--- src/rtl/adder_pkg.sv ---
// Shared definitions for the serial adder.
//   state_t    : controller states (IDLE / RUN / DONE)
//   clog2      : ceiling log2, used to size the step counter
//   digit_ok   : legality of a WIDTH / DIGIT pair (DIGIT must divide WIDTH)
package adder_pkg;

  typedef enum logic [1:0] {
    IDLE = 2'd0,
    RUN  = 2'd1,
    DONE = 2'd2
  } state_t;

  localparam int MIN_WIDTH = 2;

  // Ceiling log2 of value; clog2(1) = 0, clog2(9) = 4.
  function automatic int clog2(input int value);
    int r;
    int v;
    r = 0;
    v = value - 1;
    while (v > 0) begin
      r = r + 1;
      v = v >> 1;
    end
    return r;
  endfunction

  // A configuration is usable when the operand is at least MIN_WIDTH bits
  // and is an exact whole number of DIGIT-bit slices.
  function automatic bit digit_ok(input int width, input int digit);
    return (width >= MIN_WIDTH) && (digit >= 1) && (digit <= width)
           && ((width % digit) == 0);
  endfunction

endpackage

--- src/rtl/fa_slice.sv ---
// Combinational DIGIT-bit ripple-carry adder slice, a chain of 1-bit
// full-adder cells. The serial adder reuses one instance every cycle.
//   a, b     : DIGIT-bit operand digits
//   cin      : carry into bit 0
//   sum      : DIGIT-bit sum digit
//   cout     : carry out of the top bit
//   c_msb_in : carry into the top bit (signed overflow = c_msb_in ^ cout
//              when this slice holds the operand MSB)
module fa_slice #(
  parameter int DIGIT = 1
) (
  input  logic [DIGIT-1:0] a,
  input  logic [DIGIT-1:0] b,
  input  logic             cin,
  output logic [DIGIT-1:0] sum,
  output logic             cout,
  output logic             c_msb_in
);

  // c[i] is the carry into bit i; c[DIGIT] leaves the slice.
  logic [DIGIT:0] c;

  assign c[0] = cin;

  for (genvar i = 0; i < DIGIT; i++) begin : g_cell
    logic p;  // propagate
    assign p        = a[i] ^ b[i];
    assign sum[i]   = p ^ c[i];
    assign c[i+1]   = (a[i] & b[i]) | (c[i] & p);
  end

  assign cout     = c[DIGIT];
  assign c_msb_in = c[DIGIT-1];

endmodule

--- src/rtl/serial_adder.sv ---
// Multi-cycle adder: adds two WIDTH-bit operands plus carry-in, DIGIT bits
// per clock, LSB first, through one shared fa_slice. Start/busy/done
// handshake; one result every WIDTH/DIGIT + 1 cycles.
//   clk   : clock, all state changes on the rising edge
//   rst   : synchronous active-high reset
//   start : request, honoured only while busy = 0 (IDLE or DONE)
//   a, b  : operands, captured on an accepted start
//   cin   : carry-in, captured on an accepted start
//   busy  : high while the digits are being added
//   done  : one-cycle pulse, results updated on the edge entering it
//   sum   : registered WIDTH-bit result (modulo 2^WIDTH)
//   cout  : unsigned carry out of the MSB
//   ovf   : two's-complement overflow
module serial_adder
  import adder_pkg::*;
#(
  parameter int WIDTH = 8,
  parameter int DIGIT = 1
) (
  input  logic             clk,
  input  logic             rst,
  input  logic             start,
  input  logic [WIDTH-1:0] a,
  input  logic [WIDTH-1:0] b,
  input  logic             cin,
  output logic             busy,
  output logic             done,
  output logic [WIDTH-1:0] sum,
  output logic             cout,
  output logic             ovf
);

  localparam bit PARAMS_OK = digit_ok(WIDTH, DIGIT);
  localparam int STEPS     = WIDTH / DIGIT;
  localparam int CNT_W     = clog2(STEPS + 1);
  localparam logic [CNT_W-1:0] LAST_CNT = CNT_W'(STEPS - 1);

  if (!PARAMS_OK) begin : g_bad_params
    $error("serial_adder: DIGIT=%0d must divide WIDTH=%0d (WIDTH >= %0d)",
           DIGIT, WIDTH, MIN_WIDTH);
  end

  // ---------------------------------------------------------------------
  // Control
  // ---------------------------------------------------------------------
  state_t state, state_nxt;
  logic   accept;     // load operands this edge
  logic   last_step;  // current RUN cycle processes the MSB digit

  logic [CNT_W-1:0] cnt;

  assign last_step = (state == RUN) && (cnt == LAST_CNT);

  // NOTE: state registers use non-blocking assignments so every flop
  // samples pre-edge values regardless of process evaluation order.
  always_ff @(posedge clk) begin
    if (rst) state <= IDLE;
    else     state <= state_nxt;
  end

  // NOTE: every output of this block gets a default before the case so no
  // path leaves a signal unassigned (which would infer a latch).
  always_comb begin
    state_nxt = state;
    busy      = 1'b0;
    done      = 1'b0;
    accept    = 1'b0;
    unique case (state)
      IDLE: begin
        if (start) begin
          accept    = 1'b1;
          state_nxt = RUN;
        end
      end
      RUN: begin
        busy = 1'b1;
        if (last_step) state_nxt = DONE;
      end
      DONE: begin
        done = 1'b1;
        // Back-to-back: a start seen during the done cycle is taken at once.
        if (start) begin
          accept    = 1'b1;
          state_nxt = RUN;
        end else begin
          state_nxt = IDLE;
        end
      end
      default: state_nxt = IDLE;
    endcase
  end

  // ---------------------------------------------------------------------
  // Datapath
  // ---------------------------------------------------------------------
  logic [WIDTH-1:0] a_sh, b_sh, sum_sh;
  logic             carry;

  logic [DIGIT-1:0] s_sum;
  logic             s_cout;
  logic             s_cmsb;

  fa_slice #(.DIGIT(DIGIT)) u_slice (
    .a        (a_sh[DIGIT-1:0]),
    .b        (b_sh[DIGIT-1:0]),
    .cin      (carry),
    .sum      (s_sum),
    .cout     (s_cout),
    .c_msb_in (s_cmsb)
  );

  // New digit enters at the top of the sum register; after STEPS shifts
  // the first (least significant) digit has reached bit 0. Concatenating
  // and slicing stays legal even when DIGIT == WIDTH.
  logic [WIDTH+DIGIT-1:0] sum_cat;
  logic [WIDTH-1:0]       sum_shifted;

  assign sum_cat     = {s_sum, sum_sh};
  assign sum_shifted = sum_cat[WIDTH+DIGIT-1:DIGIT];

  // NOTE: the shift registers, carry and counter are reset alongside the
  // control state so nothing in the datapath can ever carry X.
  always_ff @(posedge clk) begin
    if (rst) begin
      a_sh   <= '0;
      b_sh   <= '0;
      sum_sh <= '0;
      carry  <= 1'b0;
      cnt    <= '0;
    end else if (accept) begin
      a_sh   <= a;
      b_sh   <= b;
      sum_sh <= '0;
      carry  <= cin;
      cnt    <= '0;
    end else if (state == RUN) begin
      a_sh   <= a_sh >> DIGIT;
      b_sh   <= b_sh >> DIGIT;
      sum_sh <= sum_shifted;
      carry  <= s_cout;
      cnt    <= cnt + 1'b1;
    end
  end

  // Result registers change only on the edge entering DONE, so they hold
  // the previous result through IDLE and RUN. On the last step the slice
  // holds the MSB, so its internal carries give cout and the overflow.
  always_ff @(posedge clk) begin
    if (rst) begin
      sum  <= '0;
      cout <= 1'b0;
      ovf  <= 1'b0;
    end else if (last_step) begin
      sum  <= sum_shifted;
      cout <= s_cout;
      ovf  <= s_cmsb ^ s_cout;
    end
  end

endmodule

--- config.mk ---
export PLATFORM = sky130hd
export DESIGN_NAME = serial_adder
export DESIGN_NICKNAME = d
export VERILOG_FILES = /design/src/rtl/adder_pkg.sv /design/src/rtl/fa_slice.sv /design/src/rtl/serial_adder.sv
export SDC_FILE = /design/constraint.sdc
export NUM_CORES = 1
export LEC_CHECK = 0
export CAP_MARGIN = 10
export CORE_MARGIN = 2
export CORE_UTILIZATION = 54
export DETAILED_ROUTE_END_ITERATION = 10
export PLACE_DENSITY = 0.83
export SLEW_MARGIN = 20
export SYNTH_ARGS = -nofsm -noshare
export SYNTH_HDL_FRONTEND = slang
export SYNTH_SLANG_ARGS = --single-unit
--- constraint.sdc ---
create_clock -name clk -period 2.7 [get_ports clk]
set_input_delay 0.54 -clock clk [delete_from_list [all_inputs] [get_ports clk]]
set_output_delay 0.54 -clock clk [all_outputs]
set_load 0.02 [all_outputs]
==> results.md, run 1 <==
* Synthesized instance count at about 190
* Setup TNS at 0 ns
* Req. time, crit path at 2.16 ns
* First-pass GRT wire length at about 6000 microns
* Clock sinks at 40
* Worst slew pin tran at around 0.52 ns
* Vias per cell at 5.83
* Internal power at 779 uW
* First-pass DRT Iterations at 7
* Crit end category: output pin
* Critical-path top delay cell: clkdlybuf4s50_1
* CP max stage delay at slightly below 0.6 ns
* Clock buffer count from CTS at 5
* CTS max path bufs at 2
* Final Slew Violations at 0
* Core ar. at around 0.0028 sq mm
* Worst-path clk slew at 0.11 ns
* Sequential Power Share at about three fifths
* Ys Warns at 0
* Violated checks: DRC
* CTS tree: built
* Starting density of the core at 57.6%
* Port buffer count at 31
* Ports at 32
* CP cell instances: nand2b_1, clkinv_2, clkdlybuf4s50_1
* Largest net degree at the start of global routing at 38
* Grt ovf at 0
* CP startpoint kind: flip-flop
* Final Hold Fails at 0
* Switching Fraction at between 20% and 30%
* Antenna diode count at 0
* HPWL after DPL at between 2000 and 2500 microns
* Final ANT Viol Nets at 0
* Nets at between 200 and 250
* CP top delay family: buffers and inverters
* All-Layer GR Usage at 23.0%
* Hold Crit Class: flip-flop to flip-flop
* Synth Area per Inst at 8.60 sq um
* Worst vdd ir at approximately 380 uV
* H-Tree Depth at 2
* Cts repair resizes at 0
* DRC violations left at 2
* Crit path kind: flip-flop to output pin
* Clock Power Share at between 20% and 30%
* Most frequent cells in the layout: 40 x dfxtp_1, 31 x clkdlybuf4s50_1, 24 x a21oi_1, 24 x nand2_1, 20 x nor3_1
* Routability cong. at 0.701
* CP max FO at 5
* Initial DRC Count at 54
* Std-Cell Rows at 19
* Min Clock Period, post-route at 2.03 ns
* Crit path DAT at approximately 1.5 ns
* Die Ht at around 59 microns
* Average routed wire per standard cell at 14.0 microns
* Psw at between 200 and 300 uW
* Final worst-path cycle share at between 70% and 80%
* RSZ-0062 raised after global routing: false
* Buffer count from post-CTS setup fixing at 0
* Status: finished with violations
* Multi-input gate area at ~700 sq um
* Final Util at roughly 70%
* Worst-skew pair later-pin latency at about 0.34 ns
* Area Overhead vs Synth at 19.4%
* P_leak at around 0.00066 uW
* Slew HR at approximately 66%
* Die X at about 59 microns
* Netlist cell types at 28
* PD cells at roughly 550 mW/mm^2
* Share of cells above drive strength 1 at roughly 5.7%
* Comb pwr share at ~14%
* Initial antenna violation count at 0
* #FFs+latches synth at 40
* Max frequency at 492 MHz
* Clk_skew at 0.00839 ns
* CTS Root Cell: clkbuf_4
* Commonest non-fill, non-tap cell in the layout: dfxtp_1
* Post-Syn Area at around 0.0016 sq mm
* Finish-stage setup viols at 0
* CP Buf/Inv Count at 2
* Reg area at about 800 sq um
* Sequential area share after synthesis at approximately 50%
* Syn Nets at between 200 and 250
* Fill cells at around 230
* DR vias at around 1400
* Final wirelength at between 3000 and 4000 microns
* Vias in the first global route at approximately 1400
* Die area at approximately 0.0034 sq mm
* Post-CTS Hold Fix Bufs at 0
* Max cap viols at 0
-- stage by stage --
| step | cell area [sq um] | cells | hold WS (ns) | worst slack [ns] | power [uW] |
|---|---|---|---|---|---|
| after floorplan | 1620 | 188 | 0.437 | 1.31 | 750 |
| after global placement | 1880 | 236 | 0.447 | 0.827 | 785 |
| after detailed placement | 1880 | 236 | 0.453 | 0.793 | 792 |
| after CTS | 1930 | 243 | 0.469 | 0.652 | 1060 |
| after global routing | 1930 | 243 | 0.502 | 0.531 | 1120 |
| final | 1930 | 243 | 0.473 | 0.667 | 1060 |
-- power groups by stage --
stage / sequential (uW) / combinational [uW] / clock, uW
final: 634 / 147 / 280
after global routing: 637 / 162 / 318
after CTS: 633 / 146 / 281
after detailed placement: 647 / 145 / 0
after global placement: 645 / 140 / 0
after floorplan: 642 / 108 / 0
-- sequential cells by signal, summed over array words and instances, names as in the netlist --
name	flops
sum_sh	7
state	2
cnt	4
ovf	1
cout	1
b_sh	8
sum	8
carry	1
a_sh	8
-- worst min-delay path: stages (launching register included) --
cell and delay (ns):
dfxtp_1 0.33, nand2_1 0.05, a21oi_1 0.05
-- synth_stat cells, drive strengths merged --
| library cell | n | area (sq um) |
|---|---|---|
| a311oi | 1 | 15.0 |
| or3 | 1 | 6.26 |
| a21oi | 24 | 120 |
| nand2 | 24 | 90.1 |
| inv | 1 | 3.75 |
| xor2 | 1 | 8.76 |
| xnor2 | 2 | 17.5 |
| nor2 | 3 | 11.3 |
| nand3 | 14 | 70.1 |
| clkbuf | 6 | 23.8 |
| a22oi | 3 | 22.5 |
| and3b | 1 | 8.76 |
| clkinv | 1 | 5.00 |
| dfxtp | 40 | 801 |
| mux2i | 1 | 10.0 |
| o21ai | 13 | 65.1 |
| ha | 1 | 12.5 |
| and2b | 2 | 15.0 |
| nor3 | 20 | 100 |
| fa | 1 | 20.0 |
| nand2b | 2 | 12.5 |
| o22ai | 9 | 56.3 |
| nand3b | 2 | 15.0 |
| buf | 12 | 87.6 |
| a31oi | 3 | 18.8 |
-- metal layers --
layer / routed length [microns] / global-route usage (%) / vias up / share of wire, %
li1: - / - / 709 / -
met1: 1430 / 24.6 / 658 / 42
met2: 1760 / 42.1 / 44 / 51
met3: 172 / 7.91 / 6 / 5.0
met4: 54 / 7.47 / 0 / 1.6
met5: 0 / 0 / - / 0
-- cells by family (layout without fill, tap and decap cells) --
kind of cell | Yosys count | after routing | share of synthesized area (%)
xor+xnor | 3 | 3 | 1.63
buf+inv | 20 | 44 | 7.43
compound gates | 53 | 53 | 18.4
mux | 1 | 1 | 0.619
flops | 40 | 40 | 49.5
simple gates | 69 | 69 | 20.4
fa+ha+maj | 2 | 2 | 2.01
-- layout make-up --
cell class,count,area share (%)
flip-flops and latches,40,41.5
multi-input cells,128,36.0
repair buffers,35,17.6
clock buffers,6,2.14
well taps,31,2.01
inverters,2,0.454
clock inverters,1,0.259
-- worst paths after layout --
| check | from | to | slack [ns] | cells after the start |
|---|---|---|---|---|
| max reg2reg | cnt[0] | ovf | 1.19 | 4 |
| min reg2reg | sum_sh[1] | sum_sh[1] | 0.47 | 2 |
| min | sum_sh[1] | sum_sh[1] | 0.47 | 2 |
| max | state[0] | busy | 0.67 | 3 |
Note: power is estimated with default switching activity, not from simulation.
==> run 2: changes to the inputs <==
--- a/config.mk
+++ b/config.mk
@@ -7,9 +7,9 @@
 export LEC_CHECK = 0
 export CAP_MARGIN = 10
 export CORE_MARGIN = 2
-export CORE_UTILIZATION = 54
+export CORE_UTILIZATION = 50
 export DETAILED_ROUTE_END_ITERATION = 10
-export PLACE_DENSITY = 0.83
+export PLACE_DENSITY = 0.78
 export SLEW_MARGIN = 20
 export SYNTH_ARGS = -nofsm -noshare
 export SYNTH_HDL_FRONTEND = slang
==> constraint.sdc (replaced) <==
create_clock -name clk -period 1.99 [get_ports clk]
set_input_delay 0.398 -clock clk [delete_from_list [all_inputs] [get_ports clk]]
set_output_delay 0.398 -clock clk [all_outputs]
set_load 0.02 [all_outputs]
==> run 2 against run 1 <==
Against the previous run: worst setup slack worse by 0.58 ns; clock power rose by 50%; sequential cell count is the same; wire length decreased by 5.5%; register-to-register slack worse by 0.59 ns; die area is 7.4% higher; the flow now finishes without violations; core utilization is 4.1 points lower; first-iteration DRC count grew 1.9%; combinational power increased by 33%; sequential share of layout area shrank 0.97 points.
==> results.md, run 2 (same netlist as run 1, synthesis figures left out) <==
* Req. time, crit path at roughly 1.6 ns
* Core ar. at ~0.0031 sq mm
* Worst slew pin tran at 0.384 ns
* DR vias at roughly 1400
* Average routed wire per standard cell at 12.4 microns
* Top Registers: a_sh (8), b_sh (8), sum (8)
* Internal power at between 1000 and 1500 uW
* Final wirelength at ~3200 microns
* Hold Crit Class: flip-flop to flip-flop
* Finish-stage setup viols at 0
* Crit path DAT at 1.51 ns
* All-Layer GR Usage at about a fifth
* Status: finished, final reports clean
* Vias in the first global route at roughly 1300
* Sequential Power Share at between 50% and 60%
* Buffer count from post-CTS setup fixing at 0
* PD cells at roughly 750 mW/mm^2
* Vias per cell at roughly 5.4
* Switching Fraction at about a quarter
* CTS Root Cell: clkbuf_4
* Final ANT Viol Nets at 0
* Largest net degree at the start of global routing at 38
* Ports at 32
* Grt ovf at 0
* Final std cells w/o fill at ~260
* Clock sinks at 40
* Starting density of the core at 53.0%
* Clock Power Share at between 20% and 30%
* Setup TNS at 0 ns
* CP startpoint kind: flip-flop
* Worst vdd ir at between 500 and 600 uV
* Std-Cell Rows at 20
* Share of cells above drive strength 1 at about 6.5%
* Die X at 60.9 microns
* CP max FO at 5
* Crit end category: output pin
* Initial DRC Count at 55
* Commonest non-fill, non-tap cell in the layout: dfxtp_1
* HPWL after DPL at roughly 2300 microns
* RSZ-0062 raised after global routing: false
* First-pass GRT wire length at between 5000 and 6000 microns
* Clock buffer count from CTS at 5
* Final Util at between 60% and 70%
* Antenna diode count at 0
* Final Slew Violations at 0
* Max frequency at 524 MHz
* Post-CTS Hold Fix Bufs at 0
* Initial antenna violation count at 0
* Comb pwr share at roughly an eighth
* CTS max path bufs at 2
* Clk_skew at approximately 0.0098 ns
* Port buffer count at 31
* Final Hold Fails at 0
* Final worst-path cycle share at 95.8%
* Psw at roughly 370 uW
* First-pass DRT Iterations at 4
* DP Cell Count at between 200 and 300
* Die Ht at between 60 and 70 microns
* Die area at 0.00370 sq mm
* CTS tree: built
* DRC violations left at 0
* Worst-skew pair later-pin latency at about 0.34 ns
* Fill cells at just under 300
* Crit path kind: flip-flop to output pin
* H-Tree Depth at 2
* P_leak at about 0.00069 uW
* Max cap viols at 0
* Area Overhead vs Synth at 22.3%
* Min Clock Period, post-route at 1.91 ns
* Routability cong. at 0.763
* Most frequent cells in the layout: 40 x dfxtp_1, 30 x clkdlybuf4s50_1, 24 x a21oi_1, 24 x nand2_1, 20 x nor3_1
* Slew HR at between 70% and 80%
* Worst-path clk slew at about 0.11 ns
* Nets at between 200 and 250
run 2: final timing paths:
| kind | startpoint | endpoint | slack (ns) | depth (start not counted) |
|---|---|---|---|---|
| max reg2reg | cnt[0] | cout | 0.60 | 4 |
| min | sum_sh[1] | sum_sh[1] | 0.46 | 2 |
| min reg2reg | sum_sh[1] | sum_sh[1] | 0.46 | 2 |
| max | state[0] | done | 0.08 | 2 |
run 2: repair_timing:
item                                   CTS  global route
endpoints found under the hold margin    0             0
setup endpoints to repair                0             1
gates resized for setup                  0             1
run 2: per-layer routing:
layer | vias to the layer above | track usage, % | part of all wire, %
met2 | 43 | 36.6 | 52
met3 | 9 | 5.97 | 4.9
met5 | - | 0 | 0
li1 | 712 | - | -
met4 | 0 | 9.01 | 2.5
met1 | 640 | 21.8 | 41
run 2: cell type report:
cell class              count  area (sq um)  area share [%]
flip-flops and latches     40           801            40.5
multi-input cells         128           696            35.2
clock buffers               8          58.8            2.97
repair buffers             37           358            18.1
well taps                  44          55.1            2.78
inverters                   2          8.76           0.443
run 2: power groups by stage:
stage / clock network (uW) / registers, uW / logic (uW)
6_report: 421 / 860 / 196
2_1_floorplan: 0 / 871 / 146
3_5_place_dp: 0 / 878 / 198
4_1_cts: 430 / 860 / 198
3_3_place_gp: 0 / 876 / 193
5_1_grt: 460 / 865 / 219
run 2: per-stage QoR:
step           hold WS (ns)  setup slack (ns)  total power (uW)  area (sq um)
2_1_floorplan         0.437             0.729              1020          1620
3_3_place_gp          0.449             0.370              1070          1920
3_5_place_dp          0.451             0.310              1080          1920
4_1_cts               0.467            0.0616              1490          1970
5_1_grt               0.498            0.0151              1540          1980
6_report              0.463            0.0830              1480          1980
run 2: critical path, stage by stage (launching register included):
cell and delay (ns):
dfxtp_1 0.36, and2b_1 0.21, clkdlybuf4s50_1 0.60
